[src/rtl/marker_stream_pkg.sv]
// Shared types, header layout constants and packet-length helper for the marker stream source.
package marker_stream_pkg;

  // Packet phases: header word, timestamp chunks, fill words.
  typedef enum logic [1:0] {
    IDLE = 2'd0,
    HDR  = 2'd1,
    TS   = 2'd2,
    FILL = 2'd3
  } state_e;

  // Header word layout: tag in the top byte, sequence number in the remaining low bits.
  localparam int unsigned TAG_W = 8;
  localparam logic [7:0]  MARKER_TAG_DEFAULT = 8'hA5;

  // Effective packet length: at least header plus timestamp, at most the configured ceiling.
  function automatic int unsigned clamp_len(input int unsigned req,
                                            input int unsigned lo,
                                            input int unsigned hi);
    if (req < lo) return lo;
    if (req > hi) return hi;
    return req;
  endfunction

endpackage

[src/rtl/marker_stream_if.sv]
// AXI-stream style marker channel between the generator and the DMA path.
// Handshake: a word moves only in a cycle where TVALID and TREADY are both high; once
// TVALID is raised, TDATA/TLAST/TVALID stay unchanged until that transfer happens, and
// TVALID never depends combinationally on TREADY.
interface marker_stream_if #(
  parameter int unsigned AXI_WIDTH = 32
) ();
  logic [AXI_WIDTH-1:0] sysMarkerTDATA;
  logic                 sysMarkerTVALID;
  logic                 sysMarkerTREADY;
  logic                 sysMarkerTLAST;

  modport master (
    output sysMarkerTDATA, sysMarkerTVALID, sysMarkerTLAST,
    input  sysMarkerTREADY
  );

  modport slave (
    input  sysMarkerTDATA, sysMarkerTVALID, sysMarkerTLAST,
    output sysMarkerTREADY
  );
endinterface

[src/rtl/marker_period_timer.sv]
// Programmable period timer: one-cycle tick every period_i clocks, restarted whenever
// period_i changes; a period of zero parks the timer.
module marker_period_timer (
  input  logic        clk_i,
  input  logic        rst_ni,
  input  logic [31:0] period_i,
  output logic        tick_o
);

  logic [31:0] period_q;
  logic [31:0] cnt_q, cnt_d;

  // Next count: reload on a new period, otherwise count down and wrap to period-1.
  always_comb begin
    cnt_d = cnt_q;
    if (period_i != period_q) begin
      cnt_d = (period_i == 32'd0) ? 32'd0 : period_i - 32'd1;
    end else if (period_q != 32'd0) begin
      cnt_d = (cnt_q == 32'd0) ? period_q - 32'd1 : cnt_q - 32'd1;
    end
  end

  // Counter and last-seen period registers.
  always_ff @(posedge clk_i or negedge rst_ni) begin
    if (!rst_ni) begin
      period_q <= 32'd0;
      cnt_q    <= 32'd0;
    end else begin
      period_q <= period_i;
      cnt_q    <= cnt_d;
    end
  end

  // Tick at zero, suppressed in the cycle a new period is being loaded.
  always_comb begin
    tick_o = (period_q != 32'd0) && (period_i == period_q) && (cnt_q == 32'd0);
  end

endmodule

[src/rtl/marker_stream_gen.sv]
// Marker packet source: header {tag, seq}, timestamp chunks MS-first, then fill words.
module marker_stream_gen
  import marker_stream_pkg::*;
#(
  parameter int unsigned          SYSCLK_RATE      = 100000000,
  parameter int unsigned          TIMESTAMP_WIDTH  = 64,
  parameter int unsigned          AXI_WIDTH        = 32,
  parameter int unsigned          MAX_PACKET_WORDS = 16,
  parameter logic [7:0]           MARKER_TAG       = MARKER_TAG_DEFAULT,
  parameter logic [AXI_WIDTH-1:0] FILL_WORD        = '1
) (
  input  logic                                  sysClk,
  input  logic                                  sysResetN,
  input  logic                                  sysLogEnable,
  input  logic [TIMESTAMP_WIDTH-1:0]            sysTimestamp,
  input  logic [31:0]                           sysPeriodTicks,
  input  logic [$clog2(MAX_PACKET_WORDS+1)-1:0] sysPacketWords,
  input  logic                                  sysForceMarker,
  marker_stream_if.master                       m_axis,
  output logic [AXI_WIDTH-9:0]                  sysSequence,
  output logic [15:0]                           sysDroppedCount,
  output state_e                                dbg_state_o
);

  localparam int unsigned TSW   = TIMESTAMP_WIDTH / AXI_WIDTH;
  localparam int unsigned PW    = $clog2(MAX_PACKET_WORDS + 1);
  localparam int unsigned SEQ_W = AXI_WIDTH - TAG_W;

  // Reject parameter sets the datapath cannot represent.
  if (AXI_WIDTH < 24 || (TIMESTAMP_WIDTH % AXI_WIDTH) != 0 || SYSCLK_RATE == 0) begin : g_bad_params
    $error("marker_stream_gen: unsupported parameter combination");
  end

  state_e                     state_q, state_d;
  logic [PW-1:0]              len_q, word_q, len_req;
  logic [TIMESTAMP_WIDTH-1:0] ts_sh_q, pend_ts_q;
  logic                       pend_q;
  logic [SEQ_W-1:0]           seq_q;
  logic [15:0]                drop_q;
  logic                       tick, trig, busy, xfer, tlast_w, last_xfer, start_now;
  logic [AXI_WIDTH-1:0]       tdata_w;

  marker_period_timer u_timer (
    .clk_i    (sysClk),
    .rst_ni   (sysResetN),
    .period_i (sysPeriodTicks),
    .tick_o   (tick)
  );

  // Trigger qualification, transfer detection and packet-start decision.
  always_comb begin
    trig      = (tick || sysForceMarker) && sysLogEnable;
    busy      = (state_q != IDLE);
    xfer      = busy && m_axis.sysMarkerTREADY;
    tlast_w   = busy && (word_q == len_q - PW'(1));
    last_xfer = xfer && tlast_w;
    start_now = (!busy && (trig || pend_q)) || (last_xfer && pend_q);
    len_req   = PW'(clamp_len(32'(sysPacketWords), 1 + TSW, MAX_PACKET_WORDS));
  end

  // FSM state register.
  always_ff @(posedge sysClk or negedge sysResetN) begin
    if (!sysResetN) state_q <= IDLE;
    else            state_q <= state_d;
  end

  // FSM next state: a finished packet chains straight into the pending one.
  always_comb begin
    state_d = state_q;
    unique case (state_q)
      IDLE: if (start_now) state_d = HDR;
      HDR:  if (xfer) state_d = TS;
      TS: begin
        if (last_xfer)                          state_d = pend_q ? HDR : IDLE;
        else if (xfer && word_q == PW'(TSW))    state_d = FILL;
      end
      FILL: if (last_xfer) state_d = pend_q ? HDR : IDLE;
      default: state_d = IDLE;
    endcase
  end

  // FSM outputs: stream word chosen by phase; everything is zero while idle.
  always_comb begin
    tdata_w = '0;
    unique case (state_q)
      HDR:     tdata_w = {MARKER_TAG, seq_q};
      TS:      tdata_w = ts_sh_q[TIMESTAMP_WIDTH-1 -: AXI_WIDTH];
      FILL:    tdata_w = FILL_WORD;
      default: tdata_w = '0;
    endcase
  end

  assign m_axis.sysMarkerTDATA  = tdata_w;
  assign m_axis.sysMarkerTVALID = busy;
  assign m_axis.sysMarkerTLAST  = tlast_w;
  assign sysSequence            = seq_q;
  assign sysDroppedCount        = drop_q;
  assign dbg_state_o            = state_q;

  // Packet datapath: latch length and timestamp at start, walk words, bump seq at the end.
  always_ff @(posedge sysClk or negedge sysResetN) begin
    if (!sysResetN) begin
      len_q   <= '0;
      word_q  <= '0;
      ts_sh_q <= '0;
      seq_q   <= '0;
    end else begin
      if (start_now) begin
        len_q   <= len_req;
        word_q  <= '0;
        ts_sh_q <= pend_q ? pend_ts_q : sysTimestamp;
      end else if (xfer) begin
        word_q <= word_q + PW'(1);
        if (state_q == TS) ts_sh_q <= ts_sh_q << AXI_WIDTH;
      end
      if (last_xfer) seq_q <= seq_q + SEQ_W'(1);
    end
  end

  // One-deep trigger backlog; anything beyond it is counted as dropped.
  always_ff @(posedge sysClk or negedge sysResetN) begin
    if (!sysResetN) begin
      pend_q    <= 1'b0;
      pend_ts_q <= '0;
      drop_q    <= '0;
    end else begin
      if (trig && pend_q && drop_q != 16'hFFFF) drop_q <= drop_q + 16'd1;
      if (start_now && pend_q) begin
        pend_q <= 1'b0;
      end else if (trig && !pend_q && busy) begin
        pend_q    <= 1'b1;
        pend_ts_q <= sysTimestamp;
      end
    end
  end

endmodule

[src/flat_wrapper.sv]
// flat-port wrapper written by rule: the top's interface ports become plain ports
module marker_stream_gen_flat import marker_stream_pkg::*;
#(
  parameter int unsigned          SYSCLK_RATE      = 100000000,
  parameter int unsigned          TIMESTAMP_WIDTH  = 64,
  parameter int unsigned          AXI_WIDTH        = 32,
  parameter int unsigned          MAX_PACKET_WORDS = 16,
  parameter logic [7:0]           MARKER_TAG       = MARKER_TAG_DEFAULT,
  parameter logic [AXI_WIDTH-1:0] FILL_WORD        = '1
)
  (sysClk, sysResetN, sysLogEnable, sysTimestamp, sysPeriodTicks, sysPacketWords, sysForceMarker, sysSequence, sysDroppedCount, dbg_state_o, m_axis_sysMarkerTDATA, m_axis_sysMarkerTVALID, m_axis_sysMarkerTLAST, m_axis_sysMarkerTREADY);
  marker_stream_if #(.AXI_WIDTH(AXI_WIDTH)) m_axis_i ();
  input  logic sysClk;
  input  logic sysResetN;
  input  logic sysLogEnable;
  input  logic [TIMESTAMP_WIDTH-1:0] sysTimestamp;
  input  logic [31:0] sysPeriodTicks;
  input  logic [$clog2(MAX_PACKET_WORDS+1)-1:0] sysPacketWords;
  input  logic sysForceMarker;
  output logic [AXI_WIDTH-9:0] sysSequence;
  output logic [15:0] sysDroppedCount;
  output state_e dbg_state_o;
  output wire logic [$bits(m_axis_i.sysMarkerTDATA)-1:0] m_axis_sysMarkerTDATA;
  output wire logic [$bits(m_axis_i.sysMarkerTVALID)-1:0] m_axis_sysMarkerTVALID;
  output wire logic [$bits(m_axis_i.sysMarkerTLAST)-1:0] m_axis_sysMarkerTLAST;
  input wire logic [$bits(m_axis_i.sysMarkerTREADY)-1:0] m_axis_sysMarkerTREADY;
  assign m_axis_sysMarkerTDATA = m_axis_i.sysMarkerTDATA;
  assign m_axis_sysMarkerTVALID = m_axis_i.sysMarkerTVALID;
  assign m_axis_sysMarkerTLAST = m_axis_i.sysMarkerTLAST;
  assign m_axis_i.sysMarkerTREADY = m_axis_sysMarkerTREADY;
  marker_stream_gen #(.SYSCLK_RATE(SYSCLK_RATE), .TIMESTAMP_WIDTH(TIMESTAMP_WIDTH), .AXI_WIDTH(AXI_WIDTH), .MAX_PACKET_WORDS(MAX_PACKET_WORDS), .MARKER_TAG(MARKER_TAG), .FILL_WORD(FILL_WORD)) u_core (.sysClk(sysClk), .sysResetN(sysResetN), .sysLogEnable(sysLogEnable), .sysTimestamp(sysTimestamp), .sysPeriodTicks(sysPeriodTicks), .sysPacketWords(sysPacketWords), .sysForceMarker(sysForceMarker), .m_axis(m_axis_i), .sysSequence(sysSequence), .sysDroppedCount(sysDroppedCount), .dbg_state_o(dbg_state_o));
endmodule
[config.mk]
export PLATFORM = sky130hd
export DESIGN_NAME = marker_stream_gen_flat
export DESIGN_NICKNAME = d
export VERILOG_FILES = /design/src/rtl/marker_stream_pkg.sv /design/src/rtl/marker_stream_if.sv /design/src/rtl/marker_period_timer.sv /design/src/rtl/marker_stream_gen.sv /design/src/flat_wrapper.sv
export SDC_FILE = /design/constraint.sdc
export NUM_CORES = 1
export LEC_CHECK = 0
export BUFFER_PORTS_ARGS = -buffer_cell sky130_fd_sc_hd__buf_2
export CAP_MARGIN = 40
export CORE_MARGIN = 2
export CORE_UTILIZATION = 50
export CTS_CLUSTER_SIZE = 8
export DETAILED_ROUTE_END_ITERATION = 10
export PLACE_DENSITY_LB_ADDON = 0.12
export SYNTH_ARGS = -nofsm -noshare
export SYNTH_HDL_FRONTEND = slang
export SYNTH_SLANG_ARGS = --single-unit
[constraint.sdc]
create_clock -name sysClk -period 9.6 [get_ports sysClk]
set_input_delay 0.48 -clock sysClk [delete_from_list [all_inputs] [get_ports sysClk]]
set_output_delay 0.48 -clock sysClk [all_outputs]
set_load 0.05 [all_outputs]
==> out/metrics.yaml <==
status: "finished, final reports clean"
synth_common_cells: "245 x dfrtp_1, 142 x nand2_1, 124 x nor2_1"
dieWidth_um: 167
dp_hpwl_mm: 26.1
skew_ns: 0.0244
final_util_pct: 59.3
r2r_cells: 9
regToRegSetupSlack_ns: 5.24
fp.coreArea_mm2: 0.0261
postCtsHoldBufs: 0
clock_latency_ns: 0.51
crit_start: "u_core.u_timer.period_q[2]"
clk_pin_slew_ns: 0.05
grt_first_pass_wirelength_mm: 60.1
setup_tns_ns: 0
maxSlewHeadroom_pct: 36.4
grt_setup_unrepaired: "false"
io_pins: 182
area_growth_pct: 16.4
r2r-start: "u_core.u_timer.period_q[2]"
ys_seq_elements: 245
power_uw: 3850
wl_per_cell_um: 19.9
arrival_ns: 4.73
cts_buffer_depth: 3
cts_setup_buffers: 0
cap_viol_max_count: 0
numPortBuffers: 181
layout_min_cycle_time_ns: 4.36
drt-initial-drc-count: 960
instances_no_fill: 1886
synth_top_area_share_pct: 46.2
first_pass_iters: 5
cts_buffers: 36
overflow: 0
grt_pass1_vias: 10881
grt_start_max_net_pins: 110
endpoint_kind: "flop"
core.rowCount: 59
ys_seq_area_share_pct: 46.2
syn_area_mm2: 0.0133
final_hold_viol_count: 0
worstMarginPinSlew_ns: 0.950
ys.flop_type: "dfrtp_1"
min_period_over_period_pct: 45.4
grt_use_total_pct: 26.8
viasPerCell: 5.99
die_area_mm2: 0.0279
synth_top_cell_by_area: "dfrtp_1"
async_flop_share_pct: 100
initial_utilization_pct: 51.0
synth_area_leaders: "dfrtp_1 46%, xnor2_1 5.5%, nand2_1 4.0%, mux2_2 3.8%, nor2_1 3.5%"
wirelength_mm: 37.6
dp_cells: 1843
maxSlewViolCount: 0
synth_edf_count: 0
final_net_count: 1659
power_leakage_uw: 0.00670
fmax_mhz: 229
powerDensity_mw_per_mm2: 249
rr_endpoint: "u_core.len_q[4]"
antenna_found_initial: 2
synthesis.nets: 1500
worstPathRequired_ns: 9.97
crit_type: "flop to flop"
cts_resized: 0
drc_errors: 0
antenna_left: 0
setup_violations: 0
syn_inst: 1387
avgSynthCellArea_um2: 9.57
crit_fanout: 78
die_h_um: 167
clockRootBuffer: "clkbuf_16"
h-tree-depth: 2
synth.most_common_cell: "dfrtp_1"
hp-class: "input port to asynchronous set/reset pin"
clock-sinks: 245
cts_tree: "built"
cp-endpoint: "u_core.len_q[4]"
num_vias: 11301
synth_cell_types: 72
cp-start-kind: "flop"
synth_warnings: 0
place_congestion: 0.957
vdd_drop_max_mv: 0.197
drive_above_1_share_pct: 19.9
final cells by class:
type / count / area (um2)
clock buffers: 40 / 926
multi-input cells: 1047 / 6760
clock inverters: 2 / 25.0
well taps: 335 / 419
repair buffers: 204 / 1140
flip-flops and latches: 245 / 6140
diodes: 1 / 2.50
fillers: 2278 / 10600
inverters: 12 / 45.0
through the flow:
step,cell area [um2],hold slack (ns),setup WS [ns]
after global placement,14400,0.466,5.37
after CTS,15500,0.0792,5.28
after detailed placement,14500,0.475,5.27
final,15500,0.00992,5.24
after floorplan,13300,0.184,5.56
after global routing,15500,0.0927,5.05
state kept, by name, indices dropped and copies added (netlist names):
register,count
u_core.len_q,5
u_core.u_timer.cnt_q,32
u_core.pend_ts_q,64
u_core.pend_q,1
u_core.word_q,5
u_core.ts_sh_q,64
u_core.u_timer.period_q,32
u_core.sysDroppedCount,16
u_core.dbg_state_o,2
u_core.sysSequence,24
how the worst min path moves through the flow:
stage | startpoint | endpoint | slack (ns) | cells past startpoint
3_5_place_dp | u_core.pend_ts_q[28] | u_core.pend_ts_q[28] | 0.47 | 1
2_1_floorplan | sysResetN | u_core.dbg_state_o[0] | 0.18 | 0
3_3_place_gp | u_core.pend_ts_q[11] | u_core.pend_ts_q[11] | 0.47 | 1
6_report | sysResetN | u_core.pend_ts_q[60] | 0.01 | 1
4_1_cts | sysResetN | u_core.pend_ts_q[60] | 0.08 | 1
5_1_grt | sysResetN | u_core.pend_ts_q[60] | 0.09 | 1
power breakdown:
group	total, uW	switching (uW)	leakage (uW)	internal [uW]
sequential	1550	226	0.00307	1320
combinational	1190	757	0.00316	434
clock	1110	438	0.000466	673
per-layer routing:
metal | vias to the layer above | track usage [%] | wire, um
li1 | 5315 | - | -
met1 | 5458 | 38.8 | 16800
met2 | 447 | 40.4 | 16700
met3 | 79 | 5.28 | 2970
met4 | 2 | 9.26 | 1160
met5 | - | 0 | 13
cell families after synthesis:
family | Yosys count | share of synthesized area (%)
XOR/XNOR | 111 | 7.32
multiplexers | 103 | 8.40
flip-flops | 245 | 46.2
buffers and inverters | 95 | 3.02
adder cells (fa/ha/maj) | 7 | 0.660
AO/OA/AOI/OAI | 294 | 14.4
AND/OR/NAND/NOR | 532 | 20.1
placed cells by master, fill, tap and decap left out, types with 10 or more instances in the layout:
| cell | instances |
|---|---|
| nor2b_1 | 34 |
| nand4_1 | 26 |
| a211oi_1 | 41 |
| nor2_1 | 124 |
| xor2_1 | 27 |
| o21ai_0 | 56 |
| xnor2_1 | 84 |
| buf_2 | 181 |
| inv_1 | 12 |
| mux2_2 | 45 |
| buf_4 | 18 |
| nor4_1 | 21 |
| a31oi_1 | 43 |
| o21a_1 | 10 |
| o211ai_1 | 10 |
| and2_1 | 13 |
| or3_1 | 14 |
| mux2_1 | 22 |
| a21oi_1 | 68 |
| dfrtp_1 | 243 |
| nand2_1 | 142 |
| clkbuf_16 | 36 |
| nand3_1 | 65 |
| nor3_1 | 29 |
| mux2i_1 | 36 |
worst max-delay path, stage by stage (launching register included):
cell	delay (ns)
dfrtp_1	0.43
nor3_2	0.43
nor3b_1	0.62
nand2_1	0.32
nor3_2	0.75
buf_4	0.31
o31ai_4	0.14
a22oi_2	0.17
buf_4	0.62
mux2_2	0.41
Power figures use the tool's default switching activity.
